--- src/rtl/counter_arbiter_pkg.sv ---
// Shared types and sizing helpers for the counter arbiter.
// Holds the FSM state encoding and the requester-index width rule.
package counter_ctrl_pkg;

  typedef enum logic [1:0] {
    S_CLEAR = 2'd0,
    S_IDLE  = 2'd1,
    S_ISSUE = 2'd2
  } state_e;

  localparam int WIDTH_DEFAULT = 8;
  localparam int N_REQ_DEFAULT = 4;

  // A single requester still needs a one-bit index so the ports stay legal.
  function automatic int idx_width(input int n);
    return (n > 1) ? $clog2(n) : 1;
  endfunction

  localparam int IDX_W_DEFAULT = idx_width(N_REQ_DEFAULT);

endpackage

--- src/rtl/counter_arbiter_if.sv ---
// Requester-side valid/ready bus shared by all requesters of the arbiter.
// Addend of requester i lives at req_value[i*WIDTH +: WIDTH].
interface counter_arbiter_if #(
  parameter int N_REQ = 4,
  parameter int WIDTH = 8
);
  logic [N_REQ-1:0]       req_valid;
  logic [N_REQ*WIDTH-1:0] req_value;
  logic [N_REQ-1:0]       req_ready;

  modport master (output req_valid, output req_value, input  req_ready);
  modport slave  (input  req_valid, input  req_value, output req_ready);
endinterface

--- src/rtl/counter_arbiter_rr_pick.sv ---
// Combinational round-robin picker: first set request at or above ptr_i,
// wrapping at N_REQ.
module rr_pick
  import counter_ctrl_pkg::*;
#(
  parameter  int N_REQ = N_REQ_DEFAULT,
  localparam int IDX_W = idx_width(N_REQ)
) (
  input  logic [N_REQ-1:0] req_i,
  input  logic [IDX_W-1:0] ptr_i,
  output logic             any_o,
  output logic [IDX_W-1:0] idx_o
);

  logic [IDX_W-1:0] k;

  always_comb begin
    // NOTE: every output gets a default before the loop so no path leaves
    // a value unassigned, which would otherwise infer a latch.
    any_o = 1'b0;
    idx_o = '0;
    k     = '0;
    for (int i = 0; i < N_REQ; i++) begin
      k = IDX_W'((int'(ptr_i) + i) % N_REQ);
      if (!any_o && req_i[k]) begin
        any_o = 1'b1;
        idx_o = k;
      end
    end
  end

endmodule

--- src/rtl/counter_arbiter.sv ---
// Round-robin front end for a shared accumulating counter: grants one
// requester per two cycles, sequences clears and clamps the sum at all-ones.
module counter_arbiter
  import counter_ctrl_pkg::*;
#(
  parameter  int WIDTH = WIDTH_DEFAULT,
  parameter  int N_REQ = N_REQ_DEFAULT,
  localparam int IDX_W = idx_width(N_REQ)
) (
  input  logic                 clk,
  input  logic                 rst_n,
  counter_arbiter_if.slave     req_if,
  input  logic                 clr,
  input  logic [WIDTH-1:0]     ctr_count,
  output logic                 ctr_rst,
  output logic                 ctr_ld,
  output logic [WIDTH-1:0]     ctr_v,
  output logic [IDX_W-1:0]     gnt_id,
  output logic                 sat
);

  state_e           state_q;
  logic             ctr_rst_q, ctr_ld_q, sat_q, clr_pend_q;
  logic [WIDTH-1:0] ctr_v_q;
  logic [N_REQ-1:0] ready_q;
  logic [IDX_W-1:0] gnt_q, ptr_q;

  logic             pick_any;
  logic [IDX_W-1:0] pick_idx;
  logic [WIDTH-1:0] pick_val;
  logic [WIDTH:0]   sum;
  logic             clamp;
  logic [WIDTH-1:0] v_d;
  logic [IDX_W-1:0] ptr_d;

  rr_pick #(.N_REQ(N_REQ)) u_pick (
    .req_i (req_if.req_valid),
    .ptr_i (ptr_q),
    .any_o (pick_any),
    .idx_o (pick_idx)
  );

  // The carry out of a WIDTH+1 bit add flags that the addend would wrap.
  assign pick_val = req_if.req_value[int'(pick_idx)*WIDTH +: WIDTH];
  assign sum      = {1'b0, ctr_count} + {1'b0, pick_val};
  assign clamp    = sum[WIDTH];
  assign v_d      = clamp ? ({WIDTH{1'b1}} - ctr_count) : pick_val;
  assign ptr_d    = (pick_idx == IDX_W'(N_REQ - 1)) ? '0 : pick_idx + 1'b1;

  // NOTE: state and outputs are registers, so they use non-blocking
  // assignments; all of them reset asynchronously, there is no memory here.
  always_ff @(posedge clk or negedge rst_n) begin
    if (!rst_n) begin
      state_q    <= S_CLEAR;
      ctr_rst_q  <= 1'b1;
      ctr_ld_q   <= 1'b0;
      ctr_v_q    <= '0;
      ready_q    <= '0;
      gnt_q      <= '0;
      ptr_q      <= '0;
      sat_q      <= 1'b0;
      clr_pend_q <= 1'b0;
    end else begin
      case (state_q)
        S_CLEAR: begin
          // A clr arriving here is absorbed by the clear already under way.
          ctr_rst_q  <= 1'b0;
          sat_q      <= 1'b0;
          clr_pend_q <= 1'b0;
          state_q    <= S_IDLE;
        end
        S_IDLE: begin
          if (clr || clr_pend_q) begin
            ctr_rst_q <= 1'b1;
            state_q   <= S_CLEAR;
          end else if (pick_any) begin
            gnt_q    <= pick_idx;
            ctr_v_q  <= v_d;
            ptr_q    <= ptr_d;
            ctr_ld_q <= 1'b1;
            ready_q  <= N_REQ'(1) << pick_idx;
            if (clamp) sat_q <= 1'b1;
            state_q  <= S_ISSUE;
          end
        end
        S_ISSUE: begin
          ctr_ld_q <= 1'b0;
          ready_q  <= '0;
          if (clr) clr_pend_q <= 1'b1;
          state_q  <= S_IDLE;
        end
        default: state_q <= S_CLEAR;
      endcase
    end
  end

  assign ctr_rst          = ctr_rst_q;
  assign ctr_ld           = ctr_ld_q;
  assign ctr_v            = ctr_v_q;
  assign gnt_id           = gnt_q;
  assign sat              = sat_q;
  assign req_if.req_ready = ready_q;

endmodule

--- src/flat_wrapper.sv ---
// flat-port wrapper written by rule: the top's interface ports become plain ports
module counter_arbiter_flat import counter_ctrl_pkg::*;
#(
  parameter  int WIDTH = WIDTH_DEFAULT,
  parameter  int N_REQ = N_REQ_DEFAULT,
  localparam int IDX_W = idx_width(N_REQ)
)
  (clk, rst_n, clr, ctr_count, ctr_rst, ctr_ld, ctr_v, gnt_id, sat, req_if_req_valid, req_if_req_value, req_if_req_ready);
  counter_arbiter_if #(.N_REQ(N_REQ), .WIDTH(WIDTH)) req_if_i ();
  input  logic clk;
  input  logic rst_n;
  input  logic clr;
  input  logic [WIDTH-1:0] ctr_count;
  output logic ctr_rst;
  output logic ctr_ld;
  output logic [WIDTH-1:0] ctr_v;
  output logic [IDX_W-1:0] gnt_id;
  output logic sat;
  input wire logic [$bits(req_if_i.req_valid)-1:0] req_if_req_valid;
  input wire logic [$bits(req_if_i.req_value)-1:0] req_if_req_value;
  output wire logic [$bits(req_if_i.req_ready)-1:0] req_if_req_ready;
  assign req_if_i.req_valid = req_if_req_valid;
  assign req_if_i.req_value = req_if_req_value;
  assign req_if_req_ready = req_if_i.req_ready;
  counter_arbiter #(.WIDTH(WIDTH), .N_REQ(N_REQ)) u_core (.clk(clk), .rst_n(rst_n), .req_if(req_if_i), .clr(clr), .ctr_count(ctr_count), .ctr_rst(ctr_rst), .ctr_ld(ctr_ld), .ctr_v(ctr_v), .gnt_id(gnt_id), .sat(sat));
endmodule
--- config.mk ---
export PLATFORM = sky130hd
export DESIGN_NAME = counter_arbiter_flat
export DESIGN_NICKNAME = d
export VERILOG_FILES = /design/src/rtl/counter_arbiter_pkg.sv /design/src/rtl/counter_arbiter_if.sv /design/src/rtl/counter_arbiter_rr_pick.sv /design/src/rtl/counter_arbiter.sv /design/src/flat_wrapper.sv
export SDC_FILE = /design/constraint.sdc
export NUM_CORES = 1
export LEC_CHECK = 0
export CAP_MARGIN = 30
export CORE_MARGIN = 2
export CORE_UTILIZATION = 36
export DETAILED_ROUTE_END_ITERATION = 8
export DONT_BUFFER_PORTS = 1
export GPL_TIMING_DRIVEN = 1
export PLACE_DENSITY = 0.52
export SKIP_CTS_REPAIR_TIMING = 1
export SLEW_MARGIN = 5
export SYNTH_ARGS = -nofsm -noshare
export SYNTH_HDL_FRONTEND = slang
export SYNTH_HIERARCHICAL = 1
export SYNTH_SLANG_ARGS = --single-unit
--- constraint.sdc ---
create_clock -name clk -period 4.9 [get_ports clk]
set_input_delay 0.735 -clock clk [delete_from_list [all_inputs] [get_ports clk]]
set_output_delay 0.735 -clock clk [all_outputs]
set_load 0.05 [all_outputs]
==> results.json, run 1 <==
{
  "reg2regPathDepth": 11,
  "path_delay_family": "compound AO/OA/AOI/OAI gates",
  "grt_pass1_vias": 1170,
  "avgSynthCellArea_um2": 10.37,
  "nNetsFinal": 205,
  "cts-root-buf": "clkbuf_8",
  "ys_seq_elements": 22,
  "grt.total_usage_pct": 16.94,
  "fill_cells": 375,
  "cts.path.max_buffers": 2,
  "hold_path.class": "in2async",
  "cts_tree": "done",
  "cp.required_ns": 5.09,
  "outcome": "complete, no violations",
  "clk_pin_slew_ns": 0.09,
  "final_max_slew_viol_count": 0,
  "final_common_cell": "dfrtp_1",
  "p_comb_share_pct": 36.9,
  "vias": 1120,
  "io_pins": 64,
  "hold_violations": 0,
  "synth_top_area_share_pct": 35.18,
  "grt_pass1_wl_um": 5768,
  "synth_top_cell_by_area": "dfrtp_1",
  "drive_gt1_share_pct": 20.55,
  "ys.flop_type": "dfrtp_1",
  "drt-initial-drc-count": 31,
  "avgRoutedWirePerCell_um": 18.66,
  "die_y_um": 68.42,
  "num_antenna_cells": 0,
  "max_cap_violations": 0,
  "cellPowerDensity_nw_per_um2": 677.4,
  "drcViolationCount": 0,
  "areaGrowthSynthToFinish_pct": 6.784,
  "firstDrtPassIters": 4,
  "grt-ovfl-total": 0,
  "crit_slowest_cell": "mux4_1",
  "clockPowerShare_pct": 12.4,
  "crit_path_end_kind": "register",
  "r2r_end": "u_core/ctr_v[6]",
  "pwr-share-seq_pct": 50.7,
  "cts_inserted_buffers": 3,
  "syn_area_um2": 1494,
  "rsz0062_at_grt": "no",
  "multiInputGateArea_um2": 869.6,
  "register_area_um2": 551.8,
  "peakVddDrop_v": 0.0002597,
  "yosys_warnings": 6,
  "die_area_um2": 4681,
  "instances_no_fill": 196,
  "portBuffers": 0,
  "hpwl_um": 2853,
  "worstPathArrival_ns": 3.64,
  "ys_types": 30,
  "critPathMaxStageDelay_ns": 0.60,
  "final_cell_mix": "dfrtp_1 (21), nor2_1 (16), a21oi_1 (16), nand2_1 (11), ha_1 (11)",
  "coreArea_um2": 4000,
  "cts_max_level": 1,
  "syn_inst": 144,
  "clk_latency_ns": 0.26,
  "reg2reg_slack_ns": 1.51,
  "maxSlewHeadroom_pct": 40.66,
  "fmax_mhz": 290.4,
  "routed_via_density": 5.714,
  "clock_skew_ns": 0.004412,
  "setup_violations": 0,
  "synthArstFlopShare_pct": 100.0,
  "syn_nets": 202,
  "switching_share_pct": 52.75,
  "period_minus_slack_ns": 3.443,
  "crit_fanout": 17,
  "path_buf_inv": 2,
  "initial_core_util_pct": 37.35,
  "antenna_found_initial": 0,
  "p_int_w": 0.0005106,
  "switchingPower_w": 0.0005701,
  "critical_path.most_common_cell": "a21oi_1",
  "grt_max_degree": 23,
  "power.total_w": 0.001081,
  "fin_crit_sh_pct": 70.27,
  "tns_ns": 0,
  "p_leak_nw": 0.6971,
  "dp_cells": 192,
  "ant_nets": 0,
  "r2r_start": "u_core/ptr_q[0]",
  "synth_area_leaders": "dfrtp_1 (35%), mux4_1 (12%), ha_1 (9.2%), a21oi_1 (5.4%), a21oi_2 (4.7%)",
  "synth-edff-count": 0,
  "start_kind": "input pin",
  "tightest_slew_ns": 0.8877,
  "die_x_um": 68.42,
  "fp-row-count": 23,
  "crit_type": "in2reg",
  "drt-total-wl_um": 3657,
  "crit_chain": "inv_1 -> a221o_1 -> a21oi_1 -> buf_4 -> mux4_1 -> ha_1 -> and4_1 -> a21boi_0 -> nor3_4 -> a21oi_1 -> a21oi_2",
  "ys_seq_area_share_pct": 36.93,
  "clkSinkCount": 22,
  "gp_congestion": 0.7876
}
==> routing by layer <==
metal	part of all wire (%)	wire [um]	track usage [%]
met1	40	1449	20.88
met2	52	1885	28.73
met3	6.4	233	3.125
met4	2.4	88	7.250
met5	0	0	0
==> synthesized netlist by cell type (2+ instances only) <==
cell type and count:
dfrtp_1 21, or2_2 8, inv_2 2, o21ai_0 10
mux4_1 7, a21oi_2 8, and4_1 2, nand2_1 11
buf_6 2, nand3_1 2, nor2_1 16, a21oi_1 16
mux2i_1 4, inv_1 9, ha_1 11
==> how the worst max path moves through the flow <==
stage / startpoint / to / cells past startpoint
5_1_grt: req_if_req_valid[1] / u_core/ctr_v[5] / 11
4_1_cts: req_if_req_valid[1] / u_core/ctr_v[7] / 11
6_report: req_if_req_valid[1] / u_core/ctr_v[6] / 11
3_3_place_gp: req_if_req_valid[1] / u_core/ctr_v[7] / 11
3_5_place_dp: req_if_req_valid[1] / u_core/ctr_v[7] / 11
2_1_floorplan: req_if_req_valid[1] / u_core/ctr_v[7] / 12
==> cell type report <==
type | instances | area share, %
multi-input combinational | 107 | 54.51
sequential | 22 | 34.59
tap | 50 | 3.922
clock buffer | 4 | 3.451
inverter | 11 | 2.588
timing repair buffer | 2 | 0.9412
==> power by group through the flow <==
stage	clock [W]	sequential (W)	combinational [W]
2_1_floorplan	0	0.000530	0.000337
3_3_place_gp	0	0.000552	0.000383
3_5_place_dp	0	0.000554	0.000400
4_1_cts	0.000136	0.000550	0.000400
5_1_grt	0.000147	0.000562	0.000452
6_report	0.000134	0.000548	0.000399
==> registers in the layout, indices dropped and copies added (netlist names) <==
register,flops
u_core/clr_pend_q,1
u_core/ctr_v,8
u_core/gnt_id,2
u_core/sat,1
u_core/ptr_q,2
u_core/ctr_rst,1
u_core/req_if.req_ready,4
u_core/ctr_ld,1
u_core/state_q,2
==> through the flow <==
step | hold WS, ns | area, um^2 | util, % | setup WS [ns]
after floorplan | 0.4394 | 1494 | - | 1.292
after global placement | 0.4401 | 1540 | 38.50 | 1.210
after detailed placement | 0.4399 | 1540 | 38.50 | 1.173
after CTS | 0.1549 | 1595 | 39.88 | 1.464
after global routing | 0.1363 | 1595 | 39.88 | 1.254
final | 0.1559 | 1595 | 39.88 | 1.457
==> worst reg2reg max path: stages (launching register included) <==
cell      delay (ns)
dfrtp_1         0.42
inv_2           0.06
a221o_1         0.31
a21oi_1         0.14
buf_4           0.23
mux4_1          0.61
ha_1            0.34
and4_1          0.21
a21boi_0        0.16
nor3_4          0.52
a21oi_1         0.19
a21oi_2         0.15
==> cells by family (layout without fill, tap and decap cells) <==
| kind of cell | Yosys count | in the layout | share of synthesized area (%) |
|---|---|---|---|
| and+or+nand+nor | 44 | 44 | 15.66 |
| buffers and inverters | 15 | 17 | 4.857 |
| muxes | 12 | 12 | 16.50 |
| adders and majority gates | 11 | 11 | 9.213 |
| DFF | 22 | 22 | 36.93 |
| AOI/OAI and AO/OA | 40 | 40 | 16.84 |
(Power assumes the default switching activity.)
==> run 2, diff against run 1 <==
==> constraint.sdc (replaced) <==
create_clock -name clk -period 3.31 [get_ports clk]
set_input_delay 0.4965 -clock clk [delete_from_list [all_inputs] [get_ports clk]]
set_output_delay 0.4965 -clock clk [all_outputs]
set_load 0.05 [all_outputs]
==> run 2 against run 1 <==
- core utilization up 3.5 points
- global-route usage shrank 1.9 points
- clock skew down 0.00092 ns
- clock-buffer cell count unchanged
- combinational power rose by 86%
- first-iteration DRC count grew 140%
- setup slack got worse by 1.3 ns
- flip-flop and latch count is the same
- largest cell class unchanged
- largest power group unchanged
==> results.json, run 2 (synthesis results as in run 1) <==
{
  "final_max_slew_viol_count": 0,
  "initial_core_util_pct": 37.35,
  "period_minus_slack_ns": 3.185,
  "power.total_w": 0.001743,
  "final_cell_mix": "dfrtp_1 (21), nor2_1 (16), a21oi_1 (15), nand2_1 (11), o21ai_0 (10)",
  "rsz0062_at_grt": "no",
  "clockPowerShare_pct": 11.3,
  "hold_violations": 0,
  "final_common_cell": "dfrtp_1",
  "firstDrtPassIters": 4,
  "switching_share_pct": 50.53,
  "reg2regPathDepth": 13,
  "whs_ns": 0.03220,
  "grt.total_usage_pct": 15.01,
  "avgRoutedWirePerCell_um": 17.23,
  "grt-ovfl-total": 0,
  "cts.path.max_buffers": 2,
  "reg2reg_slack_ns": 0.12,
  "vias": 1141,
  "die_y_um": 68.42,
  "io_pins": 64,
  "r2r_start": "u_core/ptr_q[0]",
  "ant_nets": 0,
  "antenna_found_initial": 0,
  "grt_max_degree": 23,
  "cts_inserted_buffers": 3,
  "crit_fanout": 8,
  "gp_congestion": 0.7925,
  "p_leak_nw": 0.7484,
  "fill_cells": 398,
  "drcViolationCount": 0,
  "outcome": "complete, no violations",
  "clk_latency_ns": 0.26,
  "coreArea_um2": 4000,
  "cts-root-buf": "clkbuf_8",
  "p_int_w": 0.0008624,
  "largest_reg_flops": 8,
  "nNetsFinal": 215,
  "num_antenna_cells": 0,
  "tns_ns": 0,
  "hpwl_um": 2673,
  "pwr-share-seq_pct": 46.2,
  "p_comb_share_pct": 42.5,
  "fin_crit_sh_pct": 96.24,
  "switchingPower_w": 0.0008808,
  "clk_pin_slew_ns": 0.08,
  "fp-row-count": 23,
  "drive_gt1_share_pct": 30.13,
  "start_kind": "register",
  "die_x_um": 68.42,
  "cts_max_level": 1,
  "areaGrowthSynthToFinish_pct": 16.16,
  "setup_violations": 0,
  "tightest_slew_ns": 0.5201,
  "clock_skew_ns": 0.003487,
  "cts_tree": "done",
  "max_cap_violations": 0,
  "clkSinkCount": 22,
  "routed_via_density": 5.539,
  "r2r_end": "u_core/ctr_v[6]",
  "cp.required_ns": 3.50,
  "startpoint": "u_core/ptr_q[0]",
  "grt_pass1_wl_um": 5195,
  "drt-total-wl_um": 3550,
  "cellPowerDensity_nw_per_um2": 1004,
  "crit_path_end_kind": "register",
  "hold_path.class": "in2async",
  "worstPathArrival_ns": 3.38,
  "portBuffers": 0,
  "grt_pass1_vias": 1088,
  "peakVddDrop_v": 0.0003145,
  "drt-initial-drc-count": 75,
  "maxSlewHeadroom_pct": 65.32,
  "fmax_mhz": 313.9,
  "die_area_um2": 4681,
  "crit_type": "reg2reg"
}
==> run 2: cell types whose count changed in the layout (fill, tap and decap cells not counted), sizes merged <==
cell	change
buf	+10
==> run 2: worst max-delay path by stage <==
stage | slack, ns | cells after the start | to
3_3_place_gp | -0.004 | 12 | u_core/ctr_v[7]
6_report | 0.12 | 13 | u_core/ctr_v[6]
4_1_cts | 0.03 | 13 | u_core/ctr_v[6]
3_5_place_dp | -0.06 | 13 | u_core/ctr_v[6]
5_1_grt | 0.007 | 13 | u_core/ctr_v[3]
2_1_floorplan | 0.02 | 12 | u_core/ctr_v[7]
==> run 2: metal layers <==
metal | track usage, % | share of wire (%) | routed length [um] | vias up
li1 | - | - | - | 546
met1 | 19.46 | 43 | 1526 | 554
met2 | 24.76 | 49 | 1746 | 37
met3 | 4.441 | 7.2 | 257 | 4
met4 | 3.000 | 0.56 | 20 | 0
met5 | 0 | 0 | 0 | -
==> run 2: final cells by class <==
cell class	instances	area (um^2)	share of cell area, %
Clock buffer	4	55.05	3.172
Inverter	11	41.29	2.379
Multi-Input combinational cell	107	898.4	51.77
Sequential cell	22	551.8	31.80
Tap cell	50	62.56	3.605
Timing Repair Buffer	12	126.4	7.282
==> run 2: power groups by stage <==
| stage | logic, W | registers, W | clock network, W |
|---|---|---|---|
| after floorplan | 0.000499 | 0.000785 | 0 |
| after global placement | 0.000649 | 0.000814 | 0 |
| after detailed placement | 0.000667 | 0.000817 | 0 |
| after CTS | 0.000670 | 0.000810 | 0.000202 |
| after global routing | 0.000830 | 0.000825 | 0.000211 |
| final | 0.000741 | 0.000806 | 0.000197 |
==> run 2: metrics by stage <==
step	setup WS (ns)	instances	cell area [um^2]	utilization, %
final	0.1245	206	1735	43.38
after global routing	0.007010	206	1735	43.38
after CTS	0.02506	203	1660	41.51
after detailed placement	-0.06200	199	1605	40.13
after global placement	-0.003602	199	1605	40.13
after floorplan	0.02226	144	1494	-
==> run 2: critical path, cell delays in order, from the launching register on <==
cell and delay (ns):
dfrtp_1 0.42, inv_2 0.05, a221o_1 0.33, a21oi_2 0.16
buf_6 0.15, buf_4 0.11, mux4_1 0.58, ha_1 0.29
and4_1 0.22, a21boi_4 0.20, nor3_4 0.06, buf_6 0.14
or2_2 0.27, a21oi_2 0.13
==> run 3, diff against run 2 <==
--- a/config.mk
+++ b/config.mk
@@ -5,7 +5,7 @@
 export SDC_FILE = /design/constraint.sdc
 export NUM_CORES = 1
 export LEC_CHECK = 0
-export CAP_MARGIN = 30
+export CAP_MARGIN = 0
 export CORE_MARGIN = 2
 export CORE_UTILIZATION = 36
 export DETAILED_ROUTE_END_ITERATION = 8
==> constraint.sdc (replaced) <==
create_clock -name clk -period 3.45 [get_ports clk]
set_input_delay 0.5175 -clock clk [delete_from_list [all_inputs] [get_ports clk]]
set_output_delay 0.5175 -clock clk [all_outputs]
set_load 0.05 [all_outputs]
==> run 3 against run 2 <==
- register-to-register slack gained 0.05 ns
- flip-flop and latch count stayed put
- routed wire length up 0.87%
- setup slack improved by 0.052 ns
- sequential share of layout area is 1.7 points higher
- largest power group unchanged
- critical path depth down 1
- total power fell by 9.5%
- sequential power down 3.5%
- hold slack better by 0.018 ns
==> results.json, run 3 (synthesis results as in run 1) <==
{
  "hold_violations": 0,
  "crit_path_end_kind": "register",
  "final_common_cell": "dfrtp_1",
  "fp-row-count": 23,
  "firstDrtPassIters": 4,
  "hold_path.class": "in2async",
  "fill_cells": 377,
  "initial_core_util_pct": 37.35,
  "clkSinkCount": 22,
  "p_leak_nw": 0.7267,
  "period_minus_slack_ns": 3.274,
  "antenna_found_initial": 0,
  "grt_max_degree": 23,
  "cp.required_ns": 3.65,
  "max_cap_violations": 0,
  "nNetsFinal": 210,
  "worstPathArrival_ns": 3.47,
  "ant_nets": 0,
  "clk_pin_slew_ns": 0.08,
  "cts_inserted_buffers": 3,
  "cp-endpoint": "u_core/ctr_v[2]",
  "reg2reg_slack_ns": 0.18,
  "peakVddDrop_v": 0.0003291,
  "grt_pass1_vias": 1189,
  "cts-root-buf": "clkbuf_8",
  "areaGrowthSynthToFinish_pct": 10.39,
  "tightest_slew_ns": 0.5328,
  "fin_crit_sh_pct": 94.89,
  "routed_via_density": 5.453,
  "register_area_um2": 551.8,
  "drive_gt1_share_pct": 23.84,
  "wl_met3_um": 267,
  "clk_latency_ns": 0.26,
  "io_pins": 64,
  "startpoint": "u_core/ptr_q[0]",
  "cts.path.max_buffers": 2,
  "r2r_start": "u_core/ptr_q[0]",
  "r2r_end": "u_core/ctr_v[2]",
  "path_delay_family": "compound AO/OA/AOI/OAI gates",
  "crit_type": "reg2reg",
  "start_kind": "register",
  "crit_cells": 12,
  "critical_path.most_common_cell": "buf_4",
  "grt.total_usage_pct": 16.68,
  "drcViolationCount": 0,
  "setup_violations": 0,
  "fmax_mhz": 305.5,
  "avgRoutedWirePerCell_um": 17.82,
  "crit_slowest_cell": "mux4_1",
  "grt-ovfl-total": 0,
  "outcome": "complete, no violations",
  "final_max_slew_viol_count": 0,
  "final_cell_mix": "dfrtp_1 (21), nor2_1 (16), a21oi_1 (16), nand2_1 (11), ha_1 (11)",
  "hpwl_um": 2790,
  "cts_tree": "done",
  "drt-met1-wl_um": 1454,
  "maxSlewHeadroom_pct": 64.48,
  "grt_pass1_wl_um": 5685,
  "crit_chain": "inv_2 -> a221o_1 -> a21oi_1 -> buf_4 -> mux4_1 -> ha_1 -> and4_1 -> a21boi_2 -> nor3_4 -> buf_4 -> or2_2 -> a21oi_2",
  "placed_area_um2": 1570,
  "cts_max_level": 1,
  "die_y_um": 68.42,
  "tns_ns": 0,
  "critPathMaxStageDelay_ns": 0.60,
  "multiInputGateArea_um2": 873.3,
  "drt-initial-drc-count": 66,
  "die_area_um2": 4681,
  "reg2regPathDepth": 12,
  "cellPowerDensity_nw_per_um2": 956.4,
  "route.met2.wl_um": 1796,
  "die_x_um": 68.42,
  "path_buf_inv": 3,
  "num_antenna_cells": 0,
  "largest_reg_flops": 8,
  "fin_area_um2": 1649,
  "coreArea_um2": 4000,
  "clock_skew_ns": 0.002118,
  "vias": 1096,
  "portBuffers": 0,
  "top_layer_used": "met4",
  "drt-total-wl_um": 3581,
  "gp_congestion": 0.7391,
  "crit_fanout": 9
}
==> run 3: cell types whose count changed in the layout (fill, tap and decap cells not counted), sizes merged <==
cell	previous run	this run
buf	12	7
==> run 3: routing by layer <==
layer,vias up,global-route usage [%]
li1,536,-
met1,508,20.52
met2,46,28.13
met3,6,3.454
met4,0,7.000
met5,-,0
==> run 3: area by class of cell <==
type | instances | area share, %
flip-flops and latches | 22 | 33.46
multi-input cells | 107 | 52.96
repair buffers | 7 | 3.945
well taps | 50 | 3.794
clock buffers | 4 | 3.338
inverters | 11 | 2.504
==> run 3: worst min-delay path by stage <==
stage | to | slack (ns)
2_1_floorplan | u_core/clr_pend_q | 0.22
3_5_place_dp | u_core/ctr_ld | 0.22
5_1_grt | u_core/ctr_v[0] | 0.04
6_report | u_core/ctr_v[2] | 0.05
4_1_cts | u_core/ctr_ld | -0.07
3_3_place_gp | u_core/ctr_v[2] | 0.22
==> run 3: through the flow <==
step | hold slack [ns] | setup WS (ns) | utilization (%) | power, W | std cells
2_1_floorplan | 0.2219 | 0.05910 | - | 0.001232 | 144
3_3_place_gp | 0.2228 | 0.03676 | 39.26 | 0.001360 | 196
3_5_place_dp | 0.2226 | -0.1009 | 39.26 | 0.001390 | 196
4_1_cts | -0.07098 | 0.03309 | 40.63 | 0.001581 | 200
5_1_grt | 0.03791 | -0.002423 | 41.23 | 0.001701 | 201
6_report | 0.05070 | 0.1762 | 41.23 | 0.001577 | 201
==> run 3: power by group <==
group / switching (W) / leakage (nW) / internal, W / total (W)
combinational: 0.000323 / 0.434 / 0.000286 / 0.000609
clock: 0.0000885 / 0.0288 / 0.000102 / 0.000190
sequential: 0.000409 / 0.264 / 0.000369 / 0.000778
total: 0.000821 / 0.727 / 0.000756 / 0.00158
